===== src/rtl/axi_lite_cfg_master.sv =====
// rtl/axi_lite_cfg_master.sv - single-command AXI4-Lite master for register configuration
// One command in flight; each bus phase is guarded by a timeout that forces an error response.
module axi_lite_cfg_master #(
    parameter int          C_M_AXI_DATA_WIDTH = 32,
    parameter int          C_M_AXI_ADDR_WIDTH = 12,
    parameter logic [31:0] C_BASE_ADDRESS     = 32'h00000000,
    parameter int          C_TIMEOUT_CYCLES   = 1024
) (
    input  logic                              M_AXI_ACLK,
    input  logic                              M_AXI_ARESET,

    input  logic                              cmd_valid,
    output logic                              cmd_ready,
    input  logic                              cmd_write,
    input  logic [C_M_AXI_ADDR_WIDTH-1:0]     cmd_addr,
    input  logic [C_M_AXI_DATA_WIDTH-1:0]     cmd_wdata,
    input  logic [C_M_AXI_DATA_WIDTH/8-1:0]   cmd_wstrb,

    output logic                              rsp_valid,
    input  logic                              rsp_ready,
    output logic [C_M_AXI_DATA_WIDTH-1:0]     rsp_rdata,
    output logic [1:0]                        rsp_resp,
    output logic                              rsp_timeout,

    output logic [C_M_AXI_ADDR_WIDTH-1:0]     M_AXI_AWADDR,
    output logic                              M_AXI_AWVALID,
    input  logic                              M_AXI_AWREADY,
    output logic [C_M_AXI_DATA_WIDTH-1:0]     M_AXI_WDATA,
    output logic [C_M_AXI_DATA_WIDTH/8-1:0]   M_AXI_WSTRB,
    output logic                              M_AXI_WVALID,
    input  logic                              M_AXI_WREADY,
    input  logic [1:0]                        M_AXI_BRESP,
    input  logic                              M_AXI_BVALID,
    output logic                              M_AXI_BREADY,
    output logic [C_M_AXI_ADDR_WIDTH-1:0]     M_AXI_ARADDR,
    output logic                              M_AXI_ARVALID,
    input  logic                              M_AXI_ARREADY,
    input  logic [C_M_AXI_DATA_WIDTH-1:0]     M_AXI_RDATA,
    input  logic [1:0]                        M_AXI_RRESP,
    input  logic                              M_AXI_RVALID,
    output logic                              M_AXI_RREADY,

    output logic                              busy
);

    localparam int AW    = C_M_AXI_ADDR_WIDTH;
    localparam int DW    = C_M_AXI_DATA_WIDTH;
    localparam int SW    = C_M_AXI_DATA_WIDTH / 8;
    localparam int CNT_W = $clog2(C_TIMEOUT_CYCLES);
    localparam logic [CNT_W-1:0] CNT_LAST = CNT_W'(C_TIMEOUT_CYCLES - 1);
    localparam logic [AW-1:0]    ADDR_MASK = {{(AW-2){1'b1}}, 2'b00};

    typedef enum logic [2:0] {
        S_IDLE,
        S_WR,
        S_WR_RESP,
        S_RD_ADDR,
        S_RD_DATA,
        S_RSP
    } state_t;

    state_t           r_state;
    state_t           w_state_next;
    logic             w_timeout;

    logic [AW-1:0]    r_addr;
    logic [DW-1:0]    r_wdata;
    logic [SW-1:0]    r_wstrb;
    logic             r_aw_done;
    logic             r_w_done;
    logic [CNT_W-1:0] r_cnt;
    logic [DW-1:0]    r_rsp_rdata;
    logic [1:0]       r_rsp_resp;
    logic             r_rsp_timeout;
    logic             r_rst_done;

    logic             w_accept;
    logic             w_aw_hs;
    logic             w_w_hs;
    logic             w_b_hs;
    logic             w_ar_hs;
    logic             w_r_hs;
    logic             w_rsp_hs;
    logic             w_expired;
    logic             w_waiting;
    logic [AW-1:0]    w_bus_addr;

    // Handshake outputs are decoded from registered state only, so no VALID follows a READY.
    assign M_AXI_AWVALID = (r_state == S_WR) && !r_aw_done;
    assign M_AXI_WVALID  = (r_state == S_WR) && !r_w_done;
    assign M_AXI_BREADY  = (r_state == S_WR_RESP);
    assign M_AXI_ARVALID = (r_state == S_RD_ADDR);
    assign M_AXI_RREADY  = (r_state == S_RD_DATA);
    assign M_AXI_AWADDR  = r_addr;
    assign M_AXI_ARADDR  = r_addr;
    assign M_AXI_WDATA   = r_wdata;
    assign M_AXI_WSTRB   = r_wstrb;

    assign cmd_ready   = (r_state == S_IDLE) && r_rst_done;
    assign busy        = (r_state != S_IDLE);
    assign rsp_valid   = (r_state == S_RSP);
    assign rsp_rdata   = r_rsp_rdata;
    assign rsp_resp    = r_rsp_resp;
    assign rsp_timeout = r_rsp_timeout;

    assign w_accept   = cmd_valid && cmd_ready;
    assign w_aw_hs    = M_AXI_AWVALID && M_AXI_AWREADY;
    assign w_w_hs     = M_AXI_WVALID  && M_AXI_WREADY;
    assign w_b_hs     = M_AXI_BVALID  && M_AXI_BREADY;
    assign w_ar_hs    = M_AXI_ARVALID && M_AXI_ARREADY;
    assign w_r_hs     = M_AXI_RVALID  && M_AXI_RREADY;
    assign w_rsp_hs   = rsp_valid && rsp_ready;
    assign w_expired  = (r_cnt == CNT_LAST);
    assign w_waiting  = busy && (r_state != S_RSP);
    assign w_bus_addr = (cmd_addr ^ C_BASE_ADDRESS[AW-1:0]) & ADDR_MASK;

    always_ff @(posedge M_AXI_ACLK or posedge M_AXI_ARESET) begin
        if (M_AXI_ARESET) begin
            r_state <= S_IDLE;
        end else begin
            r_state <= w_state_next;
        end
    end

    always_comb begin
        w_state_next = r_state;
        w_timeout    = 1'b0;
        case (r_state)
            S_IDLE: begin
                if (w_accept) begin
                    w_state_next = cmd_write ? S_WR : S_RD_ADDR;
                end
            end
            S_WR: begin
                if ((r_aw_done || w_aw_hs) && (r_w_done || w_w_hs)) begin
                    w_state_next = S_WR_RESP;
                end else if (!w_aw_hs && !w_w_hs && w_expired) begin
                    w_timeout = 1'b1;
                end
            end
            S_WR_RESP: begin
                if (w_b_hs) begin
                    w_state_next = S_RSP;
                end else if (w_expired) begin
                    w_timeout = 1'b1;
                end
            end
            S_RD_ADDR: begin
                if (w_ar_hs) begin
                    w_state_next = S_RD_DATA;
                end else if (w_expired) begin
                    w_timeout = 1'b1;
                end
            end
            S_RD_DATA: begin
                if (w_r_hs) begin
                    w_state_next = S_RSP;
                end else if (w_expired) begin
                    w_timeout = 1'b1;
                end
            end
            S_RSP: begin
                if (w_rsp_hs) begin
                    w_state_next = S_IDLE;
                end
            end
            default: begin
                w_state_next = S_IDLE;
            end
        endcase
        if (w_timeout) begin
            w_state_next = S_RSP;
        end
    end

    always_ff @(posedge M_AXI_ACLK or posedge M_AXI_ARESET) begin
        if (M_AXI_ARESET) begin
            r_addr        <= '0;
            r_wdata       <= '0;
            r_wstrb       <= '0;
            r_aw_done     <= 1'b0;
            r_w_done      <= 1'b0;
            r_cnt         <= '0;
            r_rsp_rdata   <= '0;
            r_rsp_resp    <= 2'b00;
            r_rsp_timeout <= 1'b0;
            r_rst_done    <= 1'b0;
        end else begin
            r_rst_done <= 1'b1;

            if (w_accept) begin
                r_addr    <= w_bus_addr;
                r_wdata   <= cmd_wdata;
                r_wstrb   <= cmd_wstrb;
                r_aw_done <= 1'b0;
                r_w_done  <= 1'b0;
            end else begin
                if (w_aw_hs) begin
                    r_aw_done <= 1'b1;
                end
                if (w_w_hs) begin
                    r_w_done <= 1'b1;
                end
            end

            // Each AW/W handshake is progress, so the write-address/data phase restarts its budget.
            if ((w_state_next != r_state) || w_aw_hs || w_w_hs) begin
                r_cnt <= '0;
            end else if (w_waiting) begin
                r_cnt <= r_cnt + CNT_W'(1);
            end

            if (w_timeout) begin
                r_rsp_rdata   <= '0;
                r_rsp_resp    <= 2'b10;
                r_rsp_timeout <= 1'b1;
            end else if (w_b_hs) begin
                r_rsp_rdata   <= '0;
                r_rsp_resp    <= M_AXI_BRESP;
                r_rsp_timeout <= 1'b0;
            end else if (w_r_hs) begin
                r_rsp_rdata   <= M_AXI_RDATA;
                r_rsp_resp    <= M_AXI_RRESP;
                r_rsp_timeout <= 1'b0;
            end
        end
    end

endmodule


===== config.mk =====
export PLATFORM = sky130hd
export DESIGN_NAME = axi_lite_cfg_master
export DESIGN_NICKNAME = d
export VERILOG_FILES = /design/src/rtl/axi_lite_cfg_master.sv
export SDC_FILE = /design/constraint.sdc
export NUM_CORES = 1
export LEC_CHECK = 0
export BUFFER_PORTS_ARGS = -buffer_cell sky130_fd_sc_hd__buf_2
export CORE_MARGIN = 2
export CORE_UTILIZATION = 28
export CTS_CLUSTER_DIAMETER = 100
export CTS_CLUSTER_SIZE = 30
export DETAILED_ROUTE_END_ITERATION = 12
export PLACE_DENSITY_LB_ADDON = 0.12
export SETUP_SLACK_MARGIN = 0.1
export SYNTH_ARGS = -nofsm -noshare
export SYNTH_HDL_FRONTEND = slang
export SYNTH_SLANG_ARGS = --single-unit

===== constraint.sdc =====
create_clock -name M_AXI_ACLK -period 3.25 [get_ports M_AXI_ACLK]
set_input_delay 0 -clock M_AXI_ACLK [delete_from_list [all_inputs] [get_ports M_AXI_ACLK]]
set_output_delay 0 -clock M_AXI_ACLK [all_outputs]
set_load 0.02 [all_outputs]

# --- Yosys cells after proc, flatten, opt, wreduce, memory -nomap -nowiden ---
# Index checks and enable logic that the tools add are counted.
classes:
  add_sub_neg: 1
  n_eq_ne: 8
  reduce_logical: 28
  n_mux: 31
op_table:
  columns: ["operator", "n"]
  rows:
  - ["$mux W32", 3]
  - ["$mux W3", 7]
  - ["$mux W10", 2]
  - ["$pmux W3 S6", 1]
  - ["$logic_and A1 B1 Y1", 14]
  - ["$mux W1", 13]
  - ["$add A10 B1 Y10 const B", 1]
  - ["$eq A10 B10 Y1 const B", 1]
  - ["$mux W2", 4]
  - ["$eq A3 B2 Y1 const B", 2]
  - ["$eq A3 B3 Y1 const B", 2]
  - ["$reduce_bool A2 Y1", 3]
  - ["$reduce_bool A3 Y1", 2]
  - ["$logic_not A1 Y1", 4]
  - ["$logic_or A1 B1 Y1", 4]
  - ["$pmux W1 S4", 1]
  - ["$eq A3 B1 Y1 const B", 1]
  - ["$logic_not A3 Y1", 1]
  - ["$ne A3 B3 Y1", 1]
  - ["$ne A3 B3 Y1 const B", 1]
totals:
  out_inout_bits: 103
  reg_bits: 97

# --- Logic depth before layout (Yosys ltp) ---
logic_depth:
  depth_word: 14
  depth_mapped: 8
  depth_no_buf: 6

# --- Worst setup path before layout ---
# No wires, ideal clock.
synth_timing:
  kind: "register to register"
  startpoint: "reg r_state[2]"
  endpoint: "reg r_rsp_rdata[1], in the netlist rsp_rdata[1]"
  synth_period_minus_slack_ps: 1893
  setup_ps: 121
  path_stages_with_launch: 7
  slack_ps: 1357
  arrival_ps: 1772
  required_time_ps: 3129
  path_buffers: 3
  cell_sequence: "dfrtp_1 > buf_4 > clkbuf_1 > nor3_1 > a22o_1 > buf_2 > nor2_1"
synth_rtl:
  columns: ["element", "line", "rtl"]
  rows:
  - ["start: declaration", "62", "state_t r_state;"]
  - ["start signal: assignment", "121", "r_state <= w_state_next;"]
  - ["$eq A3 B2 Y1 (*)", "91", "assign M_AXI_BREADY = (r_state == S_WR_RESP);"]
  - ["named net M_AXI_BREADY", "34", "output logic M_AXI_BREADY,"]
  - ["$logic_and A1 B1 Y1", "109", "assign w_b_hs = M_AXI_BVALID && M_AXI_BREADY;"]
  - ["$mux W1", "142", "if (w_b_hs) begin"]
  - ["$pmux W1 S4", "128", "case (r_state)"]
  - ["$reduce_bool A3 Y1 (no source line) or $mux W32 (tied branches)", null, null]
  - ["end signal: assignment", "184", "r_rsp_rdata <= '0;"]
  - ["end signal: assignment", "214", "r_rsp_rdata <= '0;"]
  - ["end signal: assignment", "218", "r_rsp_rdata <= '0;"]
  - ["end: declaration", "72", "logic [DW-1:0] r_rsp_rdata;"]
# The timed path passes the listed nets; every way through them passes the cells marked *.
# A chain may end at the register's enable or synchronous reset.

# --- Worst setup path in the final report ---
layout_timing:
  startpoint: "reg r_state[0]"
  endpoint: "reg r_rsp_resp[0], in the netlist rsp_resp[0]"
layout_between:
  elab_chain_cells: 10
layout_rtl:
  columns: ["element", "line", "rtl"]
  rows:
  - ["$eq A3 B1 Y1", "89, 90, 128", null]
  - ["$logic_and A1 B1 Y1 (on tied branches)", "89, 90", null]
  - ["$logic_and A1 B1 Y1 (on tied branches)", "107, 108", null]
  - ["$logic_not A1 Y1", "137", "end else if (!w_aw_hs && !w_w_hs && w_expired) begin"]
  - ["$logic_and A1 B1 Y1 (2 in series)", "137", null]
  - ["$mux W1", "137", null]
  - ["$mux W1", "135", "if ((r_aw_done || w_aw_hs) && (r_w_done || w_w_hs)) begin"]
  - ["$pmux W1 S4", "128", null]
  - ["$reduce_bool A3 Y1 (no source line) or $mux W2 (tied branches)", null, null]
  - ["end signal: assignment", "185", "r_rsp_resp <= 2'b00;"]
  - ["end signal: assignment", "215", "r_rsp_resp <= 2'b10;"]
  - ["end signal: assignment", "219", "r_rsp_resp <= M_AXI_BRESP;"]
  - ["end: declaration", "73", "logic [1:0] r_rsp_resp;"]
# Parallel ways exist; a longest one is shown, timed or not.

==> metrics <==
critical path arrival=2860 ps; Congestion Overflow GR=0; Crit Path Max Fanout=17; sequential share of power=35.9%; Setup Skew=8.12 ps; nets=804; most frequent cell after synthesis=nand2_1; Cell variety after synth=46; CP max-delay cell=dfrtp_1; Port Buf Inserts=190; Setup crit start kind=register; Bufs on Longest Clock Path=2; Die Wd=129 microns; final setup margin=630 ps; Clock power frac=18.2%; Comb power frac=45.8%; Placed Area=5430 sq um; post-synthesis sequential area ratio=55.5%; Synth Instances=450; post-route minimum period=2620 ps; cell area after layout=6570 sq um; Slew HR=58.7%; Vias=3959; clock latency on the worst-skew pair=350 ps; Max Freq=382 MHz; CP Cell Sequence=nor4bb_1 > o311a_1 > a211oi_1 > dlygate4sd3_1; Layout area overhead=50.3%; final setup vio count=0; Tot GR Track Use=14.3%; CTS H-tree depth=3; P_int=3.19 mW; prevailing post-synth register cell=dfrtp_1; filler instances=1487; worst endpoint required time=3490 ps; Rows=45; # clock sinks=97; switch share=43.3%; Die Ht=129 microns; post-synthesis cell area=4370 sq um; initial antenna violation count=0; PwrDens=857 nW/um^2; Avg WL per Cell=13.1 microns; Post-synth EDFFs=0; number of global-route vias before repair=3937; number of max-cap violations=0; IO Pins=197; Post-Place Setup Slack=911 ps; share of cells above drive strength 1=31.5%; Avg Synthesized Cell Area=9.72 sq um; fin util=43.1%; status=completed; post-route ant nets=0; largest net degree at the start of global routing=50; initial DRC count=197; async set or reset register ratio after synthesis=100%; top cell type by total area after synthesis=dfrtp_1; 1st-pass router iterations=4; cts bufs inserted=9; root buf cell=clkbuf_16; CTS clock-pin slew for the worst setup and hold paths=70 ps; RSZ-0062 raised after global routing=false; YS warnings=0; Power, Total=5.63 mW; full die area=16600 sq um; post-route insts no fill=925; Crit Path Category=reg -> reg; first-pass GRT wire length=18800 microns; Gates resized, CTS repair=0; drt total wl=12100 microns; final hold vios=0; antenna cells=0; Inst Count DP=823; HPWL after DPL=8150 microns; CTS tree=yes; Synth top area share=55.5%; Vias/cell=4.28; period utilization=80.6%; Synth area leaders=dfrtp_1 56%, nand2_1 12%, mux2i_1 8.0%; Worst Tran Pin Value=619 ps; CP peak stage delay=650 ps; CP Capture Type=register; Commonest cells post-synth=144 x nand2_1, 97 x dfrtp_1, 43 x nor2_1; leakage power=3.63 nW; Hold WC Path Type=in -> reg; sw power=2.44 mW; routability cong.=0.755; WHS=40.9 ps; total core area=15300 sq um; Starting Density=28.7%; Max VDD drop=0.378 mV; Post-Route Setup TNS=0 ps; DR DRC count=0; Slew Limit Fails=0; flops & latches, synth=97
registers in the layout, summed over array words and instances (netlist names):
name,flops
r_w_done,1
M_AXI_WDATA,32
M_AXI_ARADDR,10
r_cnt,10
rsp_timeout,1
r_state,3
r_aw_done,1
rsp_resp,2
rsp_rdata,32
r_rst_done,1
M_AXI_WSTRB,4
metal layers:
layer	track usage (%)	part of all wire, %
met4	6.65	2.1
met1	17.3	44
met2	24.0	49
met5	0	0
met3	3.49	5.4
logic make-up (layout without fill, tap and decap cells):
group                    count (synthesis)  after routing  synth area share (%)
AND/OR/NAND/NOR                        233            233                  23.1
flip-flops                              97             97                  55.5
buffers and inverters                   44            305                  5.87
multiplexers                            36             36                  8.35
AO/OA/AOI/OAI                           26             26                  4.49
XOR/XNOR                                11             11                  2.20
other                                    2              5                 0.172
adder cells (fa/ha/maj)                  1              1                 0.286
repair_timing:
item	in CTS	in global routing
hold buffers	86	0
setup buffers	0	0
endpoints found under the hold margin	130	0
area by class of cell:
cell class,instances,area (sq um),area share [%]
Clock buffer,9,225,3.43
Clock inverter,7,53.8,0.819
Inverter,6,25.0,0.381
Multi-Input combinational cell,312,1710,26.0
Sequential cell,97,2430,36.9
Tap cell,211,264,4.02
Timing Repair Buffer,283,1860,28.4
power groups by stage:
stage / registers (mW) / clock network [mW] / logic, mW
after floorplan: 2.55 / 0 / 1.26
after global placement: 2.02 / 0 / 2.52
after detailed placement: 2.04 / 0 / 2.53
after CTS: 2.03 / 1.07 / 2.62
after global routing: 2.10 / 1.12 / 2.84
final: 2.02 / 1.03 / 2.58
worst paths after layout:
| kind | to | slack, ps | startpoint | cells after the start |
|---|---|---|---|---|
| hold / removal | r_state[2]$_DFF_PP0_ | 40 | M_AXI_ARREADY | 4 |
| setup reg to reg | rsp_resp[0]$_DFFE_PP0P_ | 630 | r_state[0]$_DFF_PP0_ | 4 |
| setup / recovery | rsp_resp[0]$_DFFE_PP0P_ | 630 | r_state[0]$_DFF_PP0_ | 4 |
| max in group asynchronous | rsp_rdata[4]$_DFFE_PP0P_ | 2180 | M_AXI_ARESET | 4 |
| hold reg to reg | M_AXI_WDATA[29]$_DFFE_PP0P_ | 470 | M_AXI_WDATA[29]$_DFFE_PP0P_ | 2 |
| min in group asynchronous | M_AXI_ARADDR[5]$_DFFE_PP0P_ | 290 | M_AXI_ARESET | 3 |
cells in the final DEF (no fill, tap or decap), drive strengths merged, types with 3 or more instances in the layout:
master,netlist,routed
buf,29,197
nand2,144,144
dfrtp,97,97
dlygate4sd3,0,86
nor2,43,43
mux2i,35,35
clkbuf,9,9
inv,6,9
nor3,8,8
xnor2,8,8
a21oi,8,8
nor4,6,6
and2,5,5
conb,2,5
nand3,5,5
nor2b,5,5
nand2b,4,4
xor2,3,3
critical path: cells and delay by family, from the launching register on:
family	cells	cell delay, ps
AO/OA/AOI/OAI	2	680
flip-flops	1	650
AND/OR/NAND/NOR	1	600
buffers and inverters	1	570
Note: power is estimated with default switching activity, not from simulation.
